### src/rtl/sindoku_board_ctrl_if.sv
// Button/switch inputs and status/cursor outputs of the SINdoku board engine.
// err_count exists only when SINDOKU_ERRCNT_EN is defined.
interface sindoku_board_ctrl_if;
  logic       R;
  logic       L;
  logic       U;
  logic       D;
  logic       C;
  logic       CheckSolu;
  logic [3:0] userIn;
  logic       q_I;
  logic       q_Solve;
  logic       q_Check;
  logic       q_Correct;
  logic       q_Incorrect;
  logic [3:0] cur_row;
  logic [3:0] cur_col;
  logic [3:0] cur_val;
  logic       cur_given;
`ifdef SINDOKU_ERRCNT_EN
  logic [4:0] err_count;
`endif

  modport master (
    output R, L, U, D, C, CheckSolu, userIn,
    input  q_I, q_Solve, q_Check, q_Correct, q_Incorrect,
    input  cur_row, cur_col, cur_val, cur_given
`ifdef SINDOKU_ERRCNT_EN
    , input err_count
`endif
  );

  modport slave (
    input  R, L, U, D, C, CheckSolu, userIn,
    output q_I, q_Solve, q_Check, q_Correct, q_Incorrect,
    output cur_row, cur_col, cur_val, cur_given
`ifdef SINDOKU_ERRCNT_EN
    , output err_count
`endif
  );
endinterface

### src/rtl/sindoku_board_ctrl.sv
// SINdoku engine: board load, cursor/entry editing and 27-group rule check; cursor outputs lag inputs by one cycle.
// No backpressure: inputs are single-cycle pulses. SINDOKU_ERRCNT_EN selects a full scan with bad-group count.
module sindoku_board_ctrl #(
  parameter logic [323:0] PUZZLE   = 324'h0,
  parameter logic [3:0]   CUR_ROW0 = 4'd4,
  parameter logic [3:0]   CUR_COL0 = 4'd4
) (
  input logic                 Clk,
  input logic                 Reset_n,
  sindoku_board_ctrl_if.slave bus
);

  typedef enum logic [2:0] {
    S_INI, S_SOLVE, S_CHECK, S_CORRECT, S_INCORRECT
  } state_e;

  function automatic logic [6:0] cell_idx(input logic [3:0] r, input logic [3:0] c);
    return {3'b000, r} * 7'd9 + {3'b000, c};
  endfunction

  function automatic logic [3:0] div3(input logic [3:0] x);
    if (x >= 4'd6)      return 4'd2;
    else if (x >= 4'd3) return 4'd1;
    else                return 4'd0;
  endfunction

  function automatic logic [3:0] mod3(input logic [3:0] x);
    return x - 4'd3 * div3(x);
  endfunction

  state_e     state_q, state_d;
  logic [6:0] ld_idx_q, ld_idx_d;
  logic [3:0] row_q, row_d, col_q, col_d;
  logic       chk_prev_q;
  logic [3:0] cur_val_q, cur_val_d;
  logic       cur_given_q, cur_given_d;
  logic [4:0] grp_q, grp_d;
  logic [3:0] k_q, k_d;
  logic [8:0] seen_q, seen_d;
  logic       gbad_q, gbad_d;
  logic       dec_q, dec_d;
`ifdef SINDOKU_ERRCNT_EN
  logic [4:0] err_q, err_d;
`else
  logic       fail_q, fail_d;
`endif

  logic [3:0]  val_mem [81];
  logic [80:0] given_mem;

  logic       wr_en, wr_given;
  logic [6:0] wr_idx, nxt_idx;
  logic [3:0] wr_val;
  logic       rise;

  logic [3:0] chk_r, chk_c, chk_b, chk_v;
  logic [8:0] v_onehot, seen_base;
  logic       bad_elem, gbad_eff;

  assign rise = bus.CheckSolu & ~chk_prev_q;

  // Cell visited by the checker for group grp_q, element k_q.
  always_comb begin
    chk_r = 4'd0;
    chk_c = 4'd0;
    chk_b = grp_q[3:0] - 4'd2;
    if (grp_q < 5'd9) begin
      chk_r = grp_q[3:0];
      chk_c = k_q;
    end else if (grp_q < 5'd18) begin
      chk_r = k_q;
      chk_c = grp_q[3:0] - 4'd9;
    end else begin
      chk_r = 4'd3 * div3(chk_b) + div3(k_q);
      chk_c = 4'd3 * mod3(chk_b) + mod3(k_q);
    end
    chk_v     = val_mem[cell_idx(chk_r, chk_c)];
    v_onehot  = 9'd1 << (chk_v - 4'd1);
    seen_base = (k_q == 4'd0) ? 9'd0 : seen_q;
    bad_elem  = (chk_v == 4'd0) || (chk_v > 4'd9) || ((seen_base & v_onehot) != 9'd0);
    gbad_eff  = ((k_q != 4'd0) && gbad_q) || bad_elem;
  end

  always_comb begin
    state_d     = state_q;
    ld_idx_d    = ld_idx_q;
    row_d       = row_q;
    col_d       = col_q;
    cur_val_d   = cur_val_q;
    cur_given_d = cur_given_q;
    grp_d       = grp_q;
    k_d         = k_q;
    seen_d      = seen_q;
    gbad_d      = gbad_q;
    dec_d       = dec_q;
`ifdef SINDOKU_ERRCNT_EN
    err_d       = err_q;
`else
    fail_d      = fail_q;
`endif
    wr_en       = 1'b0;
    wr_idx      = cell_idx(row_q, col_q);
    wr_val      = bus.userIn;
    wr_given    = 1'b0;

    case (state_q)
      S_INI: begin
        wr_en    = 1'b1;
        wr_idx   = ld_idx_q;
        wr_val   = PUZZLE[{ld_idx_q, 2'b00} +: 4];
        wr_given = (wr_val != 4'd0);
        ld_idx_d = ld_idx_q + 7'd1;
        if (ld_idx_q == 7'd80) state_d = S_SOLVE;
      end
      S_SOLVE: begin
        if (bus.C && !given_mem[wr_idx] && (bus.userIn <= 4'd9)) wr_en = 1'b1;
        if (bus.R && !bus.L)      col_d = (col_q == 4'd8) ? 4'd0 : col_q + 4'd1;
        else if (bus.L && !bus.R) col_d = (col_q == 4'd0) ? 4'd8 : col_q - 4'd1;
        if (bus.U && !bus.D)      row_d = (row_q == 4'd0) ? 4'd8 : row_q - 4'd1;
        else if (bus.D && !bus.U) row_d = (row_q == 4'd8) ? 4'd0 : row_q + 4'd1;
        if (rise) begin
          state_d = S_CHECK;
          grp_d   = 5'd0;
          k_d     = 4'd0;
          seen_d  = 9'd0;
          gbad_d  = 1'b0;
          dec_d   = 1'b0;
`ifdef SINDOKU_ERRCNT_EN
          err_d   = 5'd0;
`else
          fail_d  = 1'b0;
`endif
        end
      end
      S_CHECK: begin
        if (dec_q) begin
`ifdef SINDOKU_ERRCNT_EN
          state_d = (err_q != 5'd0) ? S_INCORRECT : S_CORRECT;
`else
          state_d = fail_q ? S_INCORRECT : S_CORRECT;
`endif
        end else begin
          seen_d = seen_base | v_onehot;
          gbad_d = gbad_eff;
          if (k_q == 4'd8) begin
            k_d   = 4'd0;
            grp_d = grp_q + 5'd1;
`ifdef SINDOKU_ERRCNT_EN
            if (gbad_eff) err_d = err_q + 5'd1;
            if (grp_q == 5'd26) dec_d = 1'b1;
`else
            if (gbad_eff) begin
              fail_d = 1'b1;
              dec_d  = 1'b1;
            end else if (grp_q == 5'd26) begin
              dec_d  = 1'b1;
            end
`endif
          end else begin
            k_d = k_q + 4'd1;
          end
        end
      end
      S_CORRECT: ;
      S_INCORRECT: if (!bus.CheckSolu) state_d = S_SOLVE;
      default: state_d = S_INI;
    endcase

    // Forward a same-cycle write so cur_val never shows a stale cell.
    nxt_idx = cell_idx(row_d, col_d);
    if (wr_en && (wr_idx == nxt_idx)) begin
      cur_val_d   = wr_val;
      cur_given_d = wr_given;
    end else if (state_q != S_INI) begin
      cur_val_d   = val_mem[nxt_idx];
      cur_given_d = given_mem[nxt_idx];
    end
  end

  always_ff @(posedge Clk) begin
    if (!Reset_n) begin
      state_q     <= S_INI;
      ld_idx_q    <= 7'd0;
      row_q       <= CUR_ROW0;
      col_q       <= CUR_COL0;
      chk_prev_q  <= 1'b0;
      cur_val_q   <= 4'd0;
      cur_given_q <= 1'b0;
      grp_q       <= 5'd0;
      k_q         <= 4'd0;
      seen_q      <= 9'd0;
      gbad_q      <= 1'b0;
      dec_q       <= 1'b0;
`ifdef SINDOKU_ERRCNT_EN
      err_q       <= 5'd0;
`else
      fail_q      <= 1'b0;
`endif
    end else begin
      state_q     <= state_d;
      ld_idx_q    <= ld_idx_d;
      row_q       <= row_d;
      col_q       <= col_d;
      chk_prev_q  <= bus.CheckSolu;
      cur_val_q   <= cur_val_d;
      cur_given_q <= cur_given_d;
      grp_q       <= grp_d;
      k_q         <= k_d;
      seen_q      <= seen_d;
      gbad_q      <= gbad_d;
      dec_q       <= dec_d;
`ifdef SINDOKU_ERRCNT_EN
      err_q       <= err_d;
`else
      fail_q      <= fail_d;
`endif
    end
  end

  always_ff @(posedge Clk) begin
    if (Reset_n && wr_en) begin
      val_mem[wr_idx]   <= wr_val;
      given_mem[wr_idx] <= wr_given;
    end
  end

  assign bus.q_I         = (state_q == S_INI);
  assign bus.q_Solve     = (state_q == S_SOLVE);
  assign bus.q_Check     = (state_q == S_CHECK);
  assign bus.q_Correct   = (state_q == S_CORRECT);
  assign bus.q_Incorrect = (state_q == S_INCORRECT);
  assign bus.cur_row     = row_q;
  assign bus.cur_col     = col_q;
  assign bus.cur_val     = cur_val_q;
  assign bus.cur_given   = cur_given_q;
`ifdef SINDOKU_ERRCNT_EN
  assign bus.err_count   = err_q;
`endif

endmodule

### src/flat_wrapper.sv
// flat-port wrapper written by rule: the top's interface ports become plain ports
module sindoku_board_ctrl_flat 
#(
  parameter logic [323:0] PUZZLE   = 324'h0,
  parameter logic [3:0]   CUR_ROW0 = 4'd4,
  parameter logic [3:0]   CUR_COL0 = 4'd4
)
  (Clk, Reset_n, bus_R, bus_L, bus_U, bus_D, bus_C, bus_CheckSolu, bus_userIn, bus_q_I, bus_q_Solve, bus_q_Check, bus_q_Correct, bus_q_Incorrect, bus_cur_row, bus_cur_col, bus_cur_val, bus_cur_given);
  sindoku_board_ctrl_if bus_i ();
  input logic Clk;
  input logic Reset_n;
  input wire logic [$bits(bus_i.R)-1:0] bus_R;
  input wire logic [$bits(bus_i.L)-1:0] bus_L;
  input wire logic [$bits(bus_i.U)-1:0] bus_U;
  input wire logic [$bits(bus_i.D)-1:0] bus_D;
  input wire logic [$bits(bus_i.C)-1:0] bus_C;
  input wire logic [$bits(bus_i.CheckSolu)-1:0] bus_CheckSolu;
  input wire logic [$bits(bus_i.userIn)-1:0] bus_userIn;
  output wire logic [$bits(bus_i.q_I)-1:0] bus_q_I;
  output wire logic [$bits(bus_i.q_Solve)-1:0] bus_q_Solve;
  output wire logic [$bits(bus_i.q_Check)-1:0] bus_q_Check;
  output wire logic [$bits(bus_i.q_Correct)-1:0] bus_q_Correct;
  output wire logic [$bits(bus_i.q_Incorrect)-1:0] bus_q_Incorrect;
  output wire logic [$bits(bus_i.cur_row)-1:0] bus_cur_row;
  output wire logic [$bits(bus_i.cur_col)-1:0] bus_cur_col;
  output wire logic [$bits(bus_i.cur_val)-1:0] bus_cur_val;
  output wire logic [$bits(bus_i.cur_given)-1:0] bus_cur_given;
  assign bus_i.R = bus_R;
  assign bus_i.L = bus_L;
  assign bus_i.U = bus_U;
  assign bus_i.D = bus_D;
  assign bus_i.C = bus_C;
  assign bus_i.CheckSolu = bus_CheckSolu;
  assign bus_i.userIn = bus_userIn;
  assign bus_q_I = bus_i.q_I;
  assign bus_q_Solve = bus_i.q_Solve;
  assign bus_q_Check = bus_i.q_Check;
  assign bus_q_Correct = bus_i.q_Correct;
  assign bus_q_Incorrect = bus_i.q_Incorrect;
  assign bus_cur_row = bus_i.cur_row;
  assign bus_cur_col = bus_i.cur_col;
  assign bus_cur_val = bus_i.cur_val;
  assign bus_cur_given = bus_i.cur_given;
  sindoku_board_ctrl #(.PUZZLE(PUZZLE), .CUR_ROW0(CUR_ROW0), .CUR_COL0(CUR_COL0)) u_core (.Clk(Clk), .Reset_n(Reset_n), .bus(bus_i));
endmodule
### config.mk
export PLATFORM = sky130hd
export DESIGN_NAME = sindoku_board_ctrl_flat
export DESIGN_NICKNAME = d
export VERILOG_FILES = /design/src/rtl/sindoku_board_ctrl_if.sv /design/src/rtl/sindoku_board_ctrl.sv /design/src/flat_wrapper.sv
export SDC_FILE = /design/constraint.sdc
export NUM_CORES = 1
export LEC_CHECK = 0
export ABC_AREA = 1
export CELL_PAD_IN_SITES_DETAIL_PLACEMENT = 0
export CELL_PAD_IN_SITES_GLOBAL_PLACEMENT = 1
export CORE_AREA = 2 2 330 169
export DETAILED_ROUTE_END_ITERATION = 12
export DIE_AREA = 0 0 332 171
export DONT_BUFFER_PORTS = 1
export PLACE_DENSITY_LB_ADDON = 0.1
export SLEW_MARGIN = 40
export SYNTH_ARGS = -nofsm -noshare
export SYNTH_HDL_FRONTEND = slang
export SYNTH_SLANG_ARGS = --single-unit
### constraint.sdc
create_clock -name Clk -period 15.5 [get_ports Clk]
set_clock_uncertainty 0.2 [all_clocks]
set_input_delay 3.875 -clock Clk [delete_from_list [all_inputs] [get_ports Clk]]
set_output_delay 3.875 -clock Clk [all_outputs]
set_load 0.1 [all_outputs]
==> metrics.md <==
| Metric | Value |
|---|---|
| Die H | `approximately 170 um` |
| Worst Hold End | `u_core.seen_q[1]` |
| Number of post-CTS setup repair buffers | `0` |
| Post-route setup TNS | `0 ps` |
| CTS sink cnt | `369` |
| Vias per inst | `about 5.6` |
| Clock transition at the registers of the reported paths | `roughly 60 ps` |
| Distinct cell type count of the synthesized netlist | `48` |
| DR vias | `between 15000 and 20000` |
| Top cell by count, worst path | `inv_1` |
| Synth Net Count | `~2600` |
| Max Cap Viol | `0` |
| CP Capture Type | `flip-flop` |
| Pwr per Cell Area | `189 nW/um2` |
| Final min period | `9540 ps` |
| Pre-antenna DRT Iters | `6` |
| Critical Path AT | `around 10000 ps` |
| CTS tree | `built` |
| Largest cells by area after synthesis | `edfxtp_1, nand2_1, nand3_1, o21ai_0, inv_1` |
| Synthesized area per cell | `8.38 um2` |
| Most frequent cells in the layout | `nand2_1, edfxtp_1, nand3_1` |
| Worst Hold Depth | `2` |
| Cts hold-fix bufs | `0` |
| Num rows | `between 60 and 70` |
| Hold Violations, Final | `0` |
| Post-Syn Instances | `around 2500` |
| Worst hold start | `u_core.seen_q[1]` |
| Post-CTS resize count | `0` |
| Async SR Flop Fraction | `0` |
| GRT Total Usage | `0.265` |
| Worst EP required | `~16000 ps` |
| Yosys reg bits | `around 370` |
| Worst-skew pair later-pin latency | `approximately 570 ps` |
| Worst R2R End | `u_core.dec_q` |
| # DRC | `0` |
| RSZ-0062 raised after global routing | `no` |
| R2r setup slk | `roughly 6000 ps` |
| H-Tree Depth | `2` |
| Fmax | `105 MHz` |
| Nets | `approximately 2600` |
| Largest driver fanout on the critical path | `41` |
| Worst Tran Pin Value | `873 ps` |
| Pleak | `about 0.009 uW` |
| Ys Warns | `0` |
| Post-DP HPWL | `roughly 50000 um` |
| Die width | `between 300 and 400 um` |
| Antenna violations before repair | `2` |
| Area Overhead vs Synth | `9.76%` |
| Fraction of layout cells with a size suffix above 1 | `0.0683` |
| CTS Buf Count | `38` |
| Final non-filler cell total | `3228` |
| Avg WL per Cell | `between 20 and 25 um` |
| Final WL | `between 70000 and 80000 um` |
| Commonest non-fill, non-tap cell in the layout | `nand2_1` |
| Worst VDD drop | `between 0.1 and 0.15 mV` |
| Slew margin rel. | `0.417` |
| R2R Path Start | `u_core.grp_q[1]` |
| IO Pins | `30` |
| Post-synth EDFFs | `about 320` |
| First-pass GRT wire length | `111000 um` |
| Starting DRC count in detailed routing | `roughly 2700` |
| GP Congestion | `around 0.91` |
| Antenna diode count | `0` |
| Starting Density | `0.392` |
| Main synth FF type | `edfxtp_1` |
| Core Area | `around 54000 um2` |
| R2R cell count | `45` |
| Placed cells | `~3200` |
| Hold WS | `about 260 ps` |
| Fin. max-slew vios | `0` |
| Min-Delay Path Class | `reg -> reg` |
| Clock root buffer | `clkbuf_16` |
| Crit path kind | `reg -> reg` |
| Crit-path slowest cell | `fa_1` |
| Grt total ovfl | `0` |
| Seq/Total Area, Yosys | `0.500` |
| Mapped cell area | `roughly 21000 um2` |
| Crit share post-route | `0.616` |
| Tot Pwr | `4400 uW` |
| Final setup fails | `0` |
| DIE AREA | `around 57000 um2` |
| Outcome | `completed` |
| Vias in the first global route | `between 15000 and 20000` |
| Synth top area share | `0.457` |
| CTS Buffer Depth | `3` |
| Critical path launch point type | `flip-flop` |
| PortBufs | `0` |
| Largest net degree at the start of global routing | `between 150 and 200` |
| Post-synth top area cell | `edfxtp_1` |
| CP peak stage delay | `about 600 ps` |
| Final antenna-violating net count | `0` |
-- how the worst max path moves through the flow --
stage | startpoint | endpoint | slack, ps | depth (start not counted)
finish | u_core.grp_q[1] | u_core.dec_q | 5960 | 45
global route | u_core.grp_q[1] | u_core.dec_q | 5310 | 45
CTS | u_core.grp_q[1] | u_core.dec_q | 6060 | 45
detailed placement | u_core.grp_q[1] | u_core.dec_q | 6100 | 45
global placement | u_core.grp_q[1] | u_core.dec_q | 5800 | 48
floorplan | u_core.grp_q[1] | u_core.dec_q | 7580 | 49
-- worst max-delay path, delay by kind of cell, from the launching register on --
kind	cells	cell delay, ps
fa+ha+maj	9	4030
buf+inv	12	2220
flops	1	470
simple gates	20	2030
compound gates	4	410
-- cells in the mapped netlist, types with 9 or more instances --
library cell  count
o211ai_1         98
a21oi_1         176
fa_1              9
ha_1             58
inv_1           285
nand2_1         449
dfxtp_1          45
clkbuf_1         72
nand3_1         303
o21ai_1          15
nor3_1           21
buf_2            45
nand4_1          10
xnor2_1          12
buf_4            13
xor2_1           15
inv_2            13
nor2_1          270
edfxtp_1        324
o21ai_0         232
-- metal layers --
layer  vias up  share of wire  global-route usage
met3        83           0.13              0.0969
met2       878           0.35               0.320
met1      8679           0.50               0.428
li1       8530              -                   -
met4         7          0.017              0.0484
met5         -         0.0014              0.0102
-- cell type report --
type	instances	area (um2)
clock buffer	47	1050
clock inverter	22	245
fill	5292	31000
inverter	299	1120
multi-input combinational	1727	8980
sequential	369	10600
tap	724	906
timing repair buffer	40	410
-- state kept, by name, indices dropped and copies added (netlist names) --
| name | flops |
|---|---|
| u_core.fail_q | 1 |
| u_core.chk_prev_q | 1 |
| u_core.grp_q | 5 |
| u_core.ld_idx_q | 7 |
| u_core.bus.cur_row | 4 |
| u_core.bus.cur_given | 1 |
| u_core.k_q | 4 |
| u_core.gbad_q | 1 |
| u_core.state_q | 3 |
| u_core.val_mem | 324 |
| u_core.seen_q | 9 |
| u_core.dec_q | 1 |
| u_core.bus.cur_col | 4 |
| u_core.bus.cur_val | 4 |
-- metrics by stage --
stage	setup slack [ps]	utilization	instance area (um2)
finish	5960	0.430	23400
global route	5310	0.430	23400
CTS	6060	0.429	23300
detailed placement	6100	0.405	22000
global placement	5800	0.403	21900
floorplan	7580	-	21300
-- cells by family (layout without fill, tap and decap cells) --
kind of cell | after synthesis | count (layout) | share of synthesized area
AOI/OAI and AO/OA | 544 | 544 | 0.142
DFF | 369 | 369 | 0.500
muxes | 4 | 4 | 0.00206
other | 1 | 1 | 0.000176
xor gates and xnor gates | 29 | 29 | 0.0126
adders and majority gates | 67 | 67 | 0.0426
and+or+nand+nor | 1082 | 1082 | 0.216
buffers and inverters | 442 | 408 | 0.0854
-- where the power goes --
group          switching [uW]  total [uW]  internal, uW
clock network             420         987           567
logic                    1630        2180           551
registers                54.2        1240          1180
total                    2110        4400          2300
No activity file was read; power rests on OpenSTA's default activity.
